## src/rtl/fifo_uart_tx.sv

```systemverilog
// FIFO drain that pops one word at a time and sends it over an 8N1 UART line,
// most-significant byte first, each byte LSB first.
module fifo_uart_tx #(
  parameter int width        = 16,
  parameter int clks_per_bit = 434
) (
  input  logic             clk,
  input  logic             reset,
  input  logic [width-1:0] fifo_data,
  input  logic             fifo_empty,
  output logic             fifo_rd_done,
  input  logic             tx_hold,
  output logic             txd,
  output logic             busy
);

  localparam int nbytes = width / 8;
  localparam int baud_w = (clks_per_bit > 1) ? $clog2(clks_per_bit) : 1;
  localparam int byte_w = (nbytes > 1) ? $clog2(nbytes) : 1;
  localparam logic [baud_w-1:0] baud_last = baud_w'(clks_per_bit - 1);
  localparam logic [byte_w-1:0] byte_last = byte_w'(nbytes - 1);

  typedef enum logic [1:0] {IDLE, START, DATA, STOP} state_t;

  state_t            state, state_n;
  logic [width-1:0]  shreg, shreg_n;
  logic [baud_w-1:0] baud_cnt, baud_cnt_n;
  logic [2:0]        bit_cnt, bit_cnt_n;
  logic [byte_w-1:0] byte_cnt, byte_cnt_n;
  logic              txd_n;
  logic              busy_n;
  logic              baud_end;
  logic [7:0]        cur_byte;

  assign fifo_rd_done = reset & (state == IDLE) & ~fifo_empty & ~tx_hold;
  assign baud_end     = (baud_cnt == baud_last);

  always_ff @(posedge clk or negedge reset) begin
    if (!reset) begin
      state    <= IDLE;
      shreg    <= '0;
      baud_cnt <= '0;
      bit_cnt  <= '0;
      byte_cnt <= '0;
      txd      <= 1'b1;
      busy     <= 1'b0;
    end else begin
      state    <= state_n;
      shreg    <= shreg_n;
      baud_cnt <= baud_cnt_n;
      bit_cnt  <= bit_cnt_n;
      byte_cnt <= byte_cnt_n;
      txd      <= txd_n;
      busy     <= busy_n;
    end
  end

  // txd is registered, so it is derived from the next-state values.
  always_comb begin
    state_n    = state;
    shreg_n    = shreg;
    baud_cnt_n = baud_cnt;
    bit_cnt_n  = bit_cnt;
    byte_cnt_n = byte_cnt;

    case (state)
      IDLE: begin
        if (fifo_rd_done) begin
          shreg_n    = fifo_data;
          byte_cnt_n = '0;
          baud_cnt_n = '0;
          bit_cnt_n  = '0;
          state_n    = START;
        end
      end
      START: begin
        if (baud_end) begin
          baud_cnt_n = '0;
          bit_cnt_n  = '0;
          state_n    = DATA;
        end else begin
          baud_cnt_n = baud_cnt + 1'b1;
        end
      end
      DATA: begin
        if (baud_end) begin
          baud_cnt_n = '0;
          if (bit_cnt == 3'd7) begin
            bit_cnt_n = '0;
            state_n   = STOP;
          end else begin
            bit_cnt_n = bit_cnt + 3'd1;
          end
        end else begin
          baud_cnt_n = baud_cnt + 1'b1;
        end
      end
      STOP: begin
        if (baud_end) begin
          baud_cnt_n = '0;
          if (byte_cnt != byte_last) begin
            byte_cnt_n = byte_cnt + 1'b1;
            state_n    = START;
          end else begin
            state_n = IDLE;
          end
        end else begin
          baud_cnt_n = baud_cnt + 1'b1;
        end
      end
      default: state_n = IDLE;
    endcase

    // Byte 0 is the most significant byte of the captured word.
    cur_byte = '0;
    for (int i = 0; i < nbytes; i++) begin
      if (byte_cnt_n == byte_w'(i)) cur_byte = shreg_n[width-1-8*i -: 8];
    end

    case (state_n)
      START:   txd_n = 1'b0;
      DATA:    txd_n = cur_byte[bit_cnt_n];
      default: txd_n = 1'b1;
    endcase
    busy_n = (state_n != IDLE);
  end

endmodule

```

## config.mk

```make
export PLATFORM = sky130hd
export DESIGN_NAME = fifo_uart_tx
export DESIGN_NICKNAME = d
export VERILOG_FILES = /design/src/rtl/fifo_uart_tx.sv
export SDC_FILE = /design/constraint.sdc
export NUM_CORES = 1
export LEC_CHECK = 0
export CAP_MARGIN = 10
export CORE_MARGIN = 2
export CORE_UTILIZATION = 25
export CTS_BUF_LIST = sky130_fd_sc_hd__clkbuf_4 sky130_fd_sc_hd__clkbuf_8
export CTS_CLUSTER_SIZE = 14
export DETAILED_ROUTE_END_ITERATION = 8
export GPL_TIMING_DRIVEN = 0
export SYNTH_ARGS = -nofsm -noshare
export SYNTH_HDL_FRONTEND = slang
export SYNTH_SLANG_ARGS = --single-unit
```

## constraint.sdc

```tcl
create_clock -name clk -period 3.65 [get_ports clk]
set_input_delay 0.9125 -clock clk [delete_from_list [all_inputs] [get_ports clk]]
set_output_delay 0.9125 -clock clk [all_outputs]
set_load 0.02 [all_outputs]
```

==> reports/results.ini, run 1 <==
[synth]
synth_edf_count=0
ys_types=43
ys_seq_area_frac=0.449
synth_nets=193
yosys_most_used_dff=dfrtp_1
synth-seq-cells=33
synth_area_leader_cell=dfrtp_1
syn_inst=163
syn_area_mm2=0.00184
async_reset_ff_frac=1.00
synth_top_area_share=0.435
synth.avg_cell_area_um2=11.3
synth.area.top_cells=dfrtp_1 44%, mux2_2 7.3%, ha_1 6.8%
ys_warn_count=0

[floorplan]
core_area_mm2=0.00718
dieArea_mm2=0.00806
start_util=0.256
die_x_um=89.8
pin_count=23
die_h_um=89.8
num_rows=31

[cts]
clockBufferDepth=2
clock_sinks=33
cts_root_buffer=clkbuf_8
clk_latency_ns=0.29
cts_hold_buf=0
cts_max_level=2
path_clk_slew_ns=0.07
cts_buffers=5
cts_tree=done

[placement]
place_ws_ns=-0.125
placedCellCount=284
gp_congestion=0.794
port_buffers=22
hpwlAfterDp_um=2640

[grt]
grt.met1_usage=0.133
grt_pass1_vias=1279
use_met2=0.135
busiest_layer=met2
antenna_found_initial=0
grt_overflow=0
grt_max_degree=37
track_usage=0.0949
grt_pass1_wl_um=6200
grt_use_met3=0.0302

[finish]
final_cell_count_no_fill=292
antenna_cells=0
nets=222
post-route-util=0.316
layout-drive-gt1-share=0.176
syn2layout_area_growth_pct=23.2

[detailed_routing]
vias=1291
wl_per_cell_um=12.4
wl_um=3640
firstDrtPassIters=4
antenna_left=0
drc=0
drt-initial-drc-count=62
routed_via_density=4.42

[timing]
finalCritPeriodShare=0.969
tns_ns=0
relSlewSlack=0.678
worst_pin_slew_ns=0.478
hold_viol_final=0
grt_setup_unrepaired=false
setup_violations=0
finalMaxSlewViolations=0
skew_ns=0.00764
setup_ws_ns=0.115
period_minus_slack_ns=3.54
max_freq_mhz=283

[setup_path]
path_max_fanout=10
end_kind=output port
criticalPathCategory=input pin to output port
arrival_ns=2.62
required_ns=2.74
worst_setup_path_start_kind=input pin

[run_status]
status=finished, final reports clean

[pwr]
peakVddDrop_v=0.000117
power-per-cell-area_mw_per_mm2=293
p_leak_nw=0.988

[job]
cap_violations=0

[hold_path]
hp-class=flop to flop

cells in the final DEF (no fill, tap or decap), drive strengths merged:
master	count
nor3	1
nor4	1
a41oi	1
mux2i	6
o31a	1
nor2	11
nor2b	1
and4bb	2
nand4	6
mux2	16
o21a	2
xnor2	3
or3	7
clkbuf	6
clkinv	2
a211oi	1
a21o	5
and4b	1
o2111ai	4
nand2	5
and2	3
clkinvlp	1
dfrtp	32
nand3	3
o21ai	9
nor4b	1
inv	10
ha	10
buf	4
a21oi	6
dfstp	1
or2	2
xor2	2
clkdlybuf4s50	21
and3	1
or3b	1
nor3b	1
nand4b	1
a22oi	2
layer usage:
| layer | vias up | wire, um |
|---|---|---|
| li1 | 647 | - |
| met1 | 620 | 1890 |
| met2 | 20 | 1550 |
| met3 | 4 | 168 |
| met4 | 0 | 34 |
| met5 | - | 0 |
cell type report:
type / instances / area, um^2
Multi-Input combinational cell: 116 / 942
Sequential cell: 33 / 827
Clock inverter: 3 / 17.5
Fill cell: 733 / 4910
Timing Repair Buffer: 22 / 218
Clock buffer: 5 / 68.8
Inverter: 10 / 37.5
Tap cell: 99 / 124
Buffer: 4 / 33.8
where the power goes:
group          internal (W)  switching [W]
clock              0.000131       0.000138
combinational     0.0000184      0.0000108
sequential         0.000366              0
total              0.000515       0.000149
worst paths after layout:
path	cells past startpoint	endpoint	from	slack, ns
max	5	fifo_rd_done	tx_hold	0.11
min	1	shreg[9]$_DFF_PN0_	shreg[9]$_DFF_PN0_	0.49
max reg2reg	11	txd$_DFF_PN1_	state[1]$_DFF_PN0_	1.11
min reg2reg	1	shreg[9]$_DFF_PN0_	shreg[9]$_DFF_PN0_	0.49
max in group asynchronous	1	txd$_DFF_PN1_	reset	2.74
min in group asynchronous	1	baud_cnt[6]$_DFFE_PN0P_	reset	0.57
state kept, by name, summed over array words and instances, names as in the netlist:
register  flops
baud_cnt      9
bit_cnt       3
state         2
busy          1
txd           1
byte_cnt      1
shreg        16
cells in the mapped netlist (all sizes together) (2+ instances only):
library cell,number
a21o,5
a21oi,6
a22oi,2
and2,3
and4bb,2
buf,3
dfrtp,32
ha,10
inv,10
mux2,16
mux2i,6
nand2,5
nand3,3
nand4,6
nor2,11
o2111ai,4
o21a,2
o21ai,9
or2,2
or3,7
xnor2,3
xor2,2
worst max-delay path, stage by stage:
cell	delay (ns)
clkdlybuf4s50_1	0.44
and4bb_1	0.29
buf_6	0.16
buf_4	0.19
clkdlybuf4s50_1	0.62
per-stage QoR:
stage | hold slack [ns] | total power [W] | area (um^2)
2_1_floorplan | 0.464 | 0.000374 | 1840
3_3_place_gp | 0.479 | 0.000403 | 2180
3_5_place_dp | 0.477 | 0.000402 | 2180
4_1_cts | 0.495 | 0.000673 | 2270
5_1_grt | 0.512 | 0.000693 | 2270
6_report | 0.493 | 0.000664 | 2270
repair_timing:
item,4_1_cts,5_1_grt
endpoints found under the hold margin,0,0
buffers inserted,0,0
setup endpoints to repair,1,0
resized for setup,1,0
logic make-up after synthesis:
logic type                 after synthesis  share of synthesized area
AOI/OAI and AO/OA                       31                      0.113
xor gates and xnor gates                 5                     0.0238
adders and majority gates               10                     0.0680
buffers and inverters                   14                     0.0388
DFF                                     33                      0.449
muxes                                   22                      0.145
and+or+nand+nor                         48                      0.162
Power figures use the tool's default switching activity.
==> inputs of run 2 (changes only) <==
--- a/config.mk
+++ b/config.mk
@@ -9,5 +9,5 @@
 export CORE_MARGIN = 2
 export CORE_UTILIZATION = 25
-export CTS_BUF_LIST = sky130_fd_sc_hd__clkbuf_4 sky130_fd_sc_hd__clkbuf_8
+export CTS_CLUSTER_DIAMETER = 120
 export CTS_CLUSTER_SIZE = 14
 export DETAILED_ROUTE_END_ITERATION = 8
==> constraint.sdc (replaced) <==
create_clock -name clk -period 3.65 [get_ports clk]
set_input_delay 0.73 -clock clk [delete_from_list [all_inputs] [get_ports clk]]
set_output_delay 0.73 -clock clk [all_outputs]
set_load 0.02 [all_outputs]
==> run 2 against run 1 <==
- core utilization about the same
- register-to-register slack about the same
- combinational power down 1%
- power about the same
- critical path type unchanged
- clock-buffer cell count unchanged
- wire length unchanged
- die area unchanged
- largest cell class unchanged
- sequential power about the same
- clock skew unchanged
- critical endpoint unchanged
- largest power group unchanged
==> reports/results.ini, run 2 (synthesis gave the netlist of run 1 again) <==
[grt]
grt_max_degree=37  ; unchanged
grt_pass1_vias=1279  ; unchanged
track_usage=0.0949  ; unchanged
grt_pass1_wl_um=6200  ; unchanged
grt_overflow=0  ; unchanged
antenna_found_initial=0  ; unchanged

[finish]
final_common_cell=dfrtp_1  ; unchanged
final_cell_mix=32 x dfrtp_1, 21 x clkdlybuf4s50_1, 12 x mux2_2  ; unchanged
top_register=shreg  ; unchanged
antenna_cells=0  ; unchanged
nets=222  ; unchanged
layout-drive-gt1-share=0.176  ; unchanged
multi_input_area_um2=942  ; unchanged
fill_cells=734  ; was 733
largest_reg_flops=16  ; unchanged
top_regs=shreg: 16 flops, baud_cnt: 9 flops, bit_cnt: 3 flops  ; unchanged
ff_latch_area_um2=827  ; unchanged
syn2layout_area_growth_pct=23.1  ; was 23.2%

[detailed_routing]
wl_per_cell_um=12.4  ; unchanged
firstDrtPassIters=4  ; unchanged
highest_layer=met4  ; unchanged
wl_met3_um=168  ; unchanged
vias=1291  ; unchanged
antenna_left=0  ; unchanged
drc=0  ; unchanged
drt-initial-drc-count=62  ; unchanged
dr_wl_met2_um=1550  ; unchanged
wl_um=3640  ; unchanged
routed_via_density=4.42  ; unchanged
m1WireLength_um=1890  ; unchanged

[timing]
finalMaxSlewViolations=0  ; unchanged
hold_viol_final=0  ; unchanged
max_freq_mhz=300  ; was 283 MHz
finalCritPeriodShare=0.914  ; was 0.969
relSlewSlack=0.488  ; was 0.678
worst_pin_slew_ns=0.768  ; was 0.478 ns
period_minus_slack_ns=3.33  ; was 3.54 ns
skew_ns=0.00764  ; unchanged
setup_violations=0  ; unchanged
setup_ws_ns=0.316  ; was 0.115 ns
grt_setup_unrepaired=false  ; unchanged

[pwr]
p_total_w=0.000664  ; about the same
peakVddDrop_v=0.000117  ; about the same
power-per-cell-area_mw_per_mm2=293  ; about the same
p_leak_nw=0.987  ; was 0.988 nW

[cts]
cts_buffers=5  ; unchanged
clockBufferDepth=2  ; unchanged
cts_hold_buf=0  ; unchanged
path_clk_slew_ns=0.07  ; about the same
clock_sinks=33  ; unchanged
clk_latency_ns=0.29  ; about the same
cts_max_level=2  ; unchanged
cts_repair_resize_count=0  ; was 1
post-cts-setup-buffer-count=0  ; unchanged
cts_root_buffer=clkbuf_8  ; unchanged
cts_tree=done  ; unchanged

[setup_path]
worst_setup_path_start_kind=input pin  ; unchanged
required_ns=2.92  ; was 2.74 ns
slowest_delay_ns=0.62  ; about the same
arrival_ns=2.60  ; was 2.62 ns
end_kind=output port  ; unchanged
criticalPathCategory=input pin to output port  ; unchanged
path_max_fanout=36  ; was 10
path_cells=buf_2 -> and4bb_1 -> buf_6 -> buf_4 -> clkdlybuf4s50_1  ; was clkdlybuf4s50_1 -> and4bb_1 -> buf_6 -> buf_4 -> clkdlybuf4s50_1
slowest_stage=clkdlybuf4s50_1  ; unchanged

[floorplan]
num_rows=31  ; unchanged
core_area_mm2=0.00718  ; unchanged
dieArea_mm2=0.00806  ; unchanged
pin_count=23  ; unchanged
die_h_um=89.8  ; unchanged
start_util=0.256  ; unchanged
die_x_um=89.8  ; unchanged

[placement]
place_ws_ns=0.240  ; was -0.125 ns
gp_congestion=0.794  ; unchanged
port_buffers=22  ; unchanged
hpwlAfterDp_um=2640  ; unchanged

[job]
cap_violations=0  ; unchanged

[hold_path]
hp-class=flop to flop  ; unchanged

[run_status]
status=finished, final reports clean  ; unchanged

==> run 2: stage by stage <==
step	cells	setup TNS [ns]	hold slack (ns)	utilization	instance area, um^2
floorplan	163	0	0.434	-	1840
global placement	284	-3.57	0.479	0.304	2180
detailed placement	284	0	0.477	0.304	2180
CTS	292	0	0.495	0.316	2270
global route	292	0	0.512	0.316	2270
finish	292	0	0.493	0.316	2270
==> run 2: area by class of cell <==
class	count	share of cell area
plain buffers	4	0.0149
multi-input cells	116	0.416
repair buffers	22	0.0950
well taps	99	0.0547
inverters	10	0.0166
flip-flops and latches	33	0.365
clock buffers	5	0.0304
clock inverters	3	0.00773
==> run 2: per-layer routing <==
metal  global-route usage  vias to the layer above
li1                     -                      647
met1                0.133                      620
met2                0.135                       20
met3               0.0302                        4
met4               0.0385                        0
met5                    0                        -
==> run 2: critical path: cells and delay by family <==
family,cells,cell delay (ns)
buffers and inverters,4,1.56
AND/OR/NAND/NOR,1,0.30
==> run 2: final timing paths <==
kind	start	endpoint	slack, ns	cells after the start
min	shreg[9]$_DFF_PN0_	shreg[9]$_DFF_PN0_	0.49	1
max in group asynchronous	reset	state[0]$_DFF_PN0_	2.64	1
max	reset	fifo_rd_done	0.32	5
min reg2reg	shreg[9]$_DFF_PN0_	shreg[9]$_DFF_PN0_	0.49	1
max reg2reg	state[1]$_DFF_PN0_	txd$_DFF_PN1_	1.11	11
min in group asynchronous	reset	baud_cnt[6]$_DFFE_PN0P_	0.52	1
==> run 2: power by group <==
part	switching [W]	total (W)	internal, W
Combinational	0.0000108	0.0000289	0.0000181
Sequential	0	0.000366	0.000366
Clock	0.000138	0.000269	0.000131
Total	0.000149	0.000664	0.000515
==> inputs of run 3 (changes only) <==
clock period = 3.04 ns   (was 3.65 ns; I/O delays follow)
==> run 3 against run 2 <==
- hold slack lost 0.23 ns
- core utilization up 0.070 points
- design area grew 0.22%
- cell count did not move
- clock-buffer cell count is the same
- clock skew stayed put
- non-clock buffer count is the same
- first-iteration DRC count unchanged
- sequential share of layout area is 0.081 points lower
- sequential power grew 20%
- flip-flop and latch count stayed put
- critical path type is now input pin to flop
- largest power group unchanged
==> reports/results.ini, run 3 (synthesis gave the netlist of run 1 again) <==
[run_status]
status=finished, final reports clean  ; unchanged

[job]
cap_violations=0  ; unchanged

[floorplan]
core_area_mm2=0.00718  ; unchanged
num_rows=31  ; unchanged
die_h_um=89.8  ; unchanged
pin_count=23  ; unchanged
die_x_um=89.8  ; unchanged
dieArea_mm2=0.00806  ; unchanged
start_util=0.256  ; unchanged

[placement]
dpl-instance-area_mm2=0.00218  ; unchanged
placedCellCount=284  ; unchanged
port_buffers=22  ; unchanged
hpwlAfterDp_um=2640  ; unchanged
gp_congestion=0.794  ; unchanged

[setup_path]
end_kind=flop  ; was output port
path_max_fanout=5  ; was 36
required_ns=3.24  ; was 2.92 ns
slowest_delay_ns=0.45  ; was 0.62 ns
slowest_stage=clkdlybuf4s50_1  ; unchanged
path_cells=clkdlybuf4s50_1 -> or3b_1 -> a21o_1 -> o21ai_1 -> and2_1 -> o2111ai_1 -> a41oi_1 -> mux2i_1  ; was buf_2 -> and4bb_1 -> buf_6 -> buf_4 -> clkdlybuf4s50_1
criticalPathCategory=input pin to flop  ; was input pin to output port
worst_setup_path_start_kind=input pin  ; unchanged
arrival_ns=2.78  ; was 2.60 ns
reg2reg_depth=11  ; unchanged

[timing]
skew_ns=0.00764  ; unchanged
tns_ns=0  ; unchanged
holdWs_ns=0.262  ; was 0.493 ns
finalMaxSlewViolations=0  ; unchanged
period_minus_slack_ns=2.58
worst_pin_slew_ns=0.478  ; was 0.768 ns
hold_viol_final=0  ; unchanged
relSlewSlack=0.678  ; was 0.488
setup_violations=0  ; unchanged
max_freq_mhz=388
grt_setup_unrepaired=false  ; unchanged
finalCritPeriodShare=0.848

[grt]
grt_pass1_wl_um=6200  ; unchanged
grt.met1_usage=0.133  ; unchanged
grt_max_degree=37  ; unchanged
use_met2=0.135  ; unchanged
grt_pass1_vias=1279  ; unchanged
antenna_found_initial=0  ; unchanged
busiest_layer=met2  ; unchanged
grt_use_met3=0.0302  ; unchanged
grt_overflow=0  ; unchanged
track_usage=0.0949  ; unchanged

[cts]
clockBufferDepth=2  ; unchanged
cts_hold_buf=0  ; unchanged
clk_latency_ns=0.29  ; about the same
cts_root_buffer=clkbuf_8  ; unchanged
cts_buffers=5  ; unchanged
path_clk_slew_ns=0.07  ; about the same
cts_tree=done  ; unchanged
post-cts-setup-buffer-count=0  ; unchanged
clock_sinks=33  ; unchanged
cts_max_level=2  ; unchanged

[pwr]
power-per-cell-area_mw_per_mm2=351  ; was 293 mW/mm^2
peakVddDrop_v=0.000140  ; was 0.000117 V
p_leak_nw=1.01  ; was 0.987 nW

[detailed_routing]
routed_via_density=4.42  ; unchanged
wl_um=3640  ; about the same
drt-initial-drc-count=62  ; unchanged
vias=1291  ; unchanged
antenna_left=0  ; unchanged
wl_per_cell_um=12.5  ; was 12.4 um
drc=0  ; unchanged
firstDrtPassIters=4  ; unchanged

[finish]
final_area_mm2=0.00227  ; about the same
final_cell_mix=32 x dfrtp_1, 20 x clkdlybuf4s50_1, 12 x mux2_2  ; was 32 x dfrtp_1, 21 x clkdlybuf4s50_1, 12 x mux2_2
antenna_cells=0  ; unchanged
final_cell_count_no_fill=292  ; unchanged
top_regs=shreg: 16 flops, baud_cnt: 9 flops, bit_cnt: 3 flops  ; unchanged
largest_reg_flops=16  ; unchanged
layout-drive-gt1-share=0.176  ; unchanged
final_common_cell=dfrtp_1  ; unchanged
nets=222  ; unchanged
top_register=shreg  ; unchanged
syn2layout_area_growth_pct=23.4  ; was 23.1%

[hold_path]
hp-class=input pin to asynchronous set/reset pin  ; was flop to flop

## run 3: cell types whose count changed in the layout (fill, tap and decap cells not counted), sizes merged
| cell | previous run | this run |
|---|---|---|
| dlymetal6s2s | 0 | 1 |
| clkdlybuf4s50 | 21 | 20 |
## run 3: worst paths after layout
path / start / slack [ns] / to
hold reg to reg: shreg[9]$_DFF_PN0_ / 0.49 / shreg[9]$_DFF_PN0_
max in group asynchronous: reset / 2.44 / txd$_DFF_PN1_
hold / removal: reset / 0.26 / baud_cnt[6]$_DFFE_PN0P_
setup reg to reg: state[1]$_DFF_PN0_ / 0.50 / txd$_DFF_PN1_
min in group clk: shreg[9]$_DFF_PN0_ / 0.49 / shreg[9]$_DFF_PN0_
setup / recovery: fifo_empty / 0.46 / txd$_DFF_PN1_
## run 3: routing by layer
layer,routed length [um],vias to the layer above,share of wire
li1,-,647,-
met1,1890,620,0.52
met2,1550,20,0.43
met3,168,4,0.046
met4,34,0,0.0093
met5,0,-,0
## run 3: final cells by class
type / count / area, um^2
buffer: 4 / 33.8
clock buffer: 5 / 68.8
clock inverter: 3 / 17.5
tap: 99 / 124
multi-input combinational: 116 / 942
timing repair buffer: 22 / 220
sequential: 33 / 827
fill: 733 / 4900
inverter: 10 / 37.5
## run 3: timing repair
item | in CTS | in global routing
setup endpoints to repair | 1 | 1
gates cloned | 0 | 0
gates resized for setup | 1 | 1
## run 3: stage by stage
| stage | total power (W) | worst slack, ns | utilization |
|---|---|---|---|
| 4_1_cts | 0.000809 | 0.0769 | 0.316 |
| 3_5_place_dp | 0.000483 | -0.126 | 0.304 |
| 3_3_place_gp | 0.000483 | -1.14 | 0.304 |
| 2_1_floorplan | 0.000449 | 0.747 | - |
| 6_report | 0.000797 | 0.461 | 0.316 |
| 5_1_grt | 0.000833 | 0.330 | 0.316 |
## run 3: critical path: cells and delay by family
family / cells / cell delay (ns)
mux: 1 / 0.11
simple gates: 2 / 0.71
buf+inv: 1 / 0.45
compound gates: 4 / 0.90
## run 3: power by group
group | leakage (nW) | switching, W | total [W] | internal [W]
Combinational | 0.536 | 0.0000130 | 0.0000351 | 0.0000221
Sequential | 0.427 | 0 | 0.000439 | 0.000439
Clock | 0.0439 | 0.000165 | 0.000323 | 0.000158
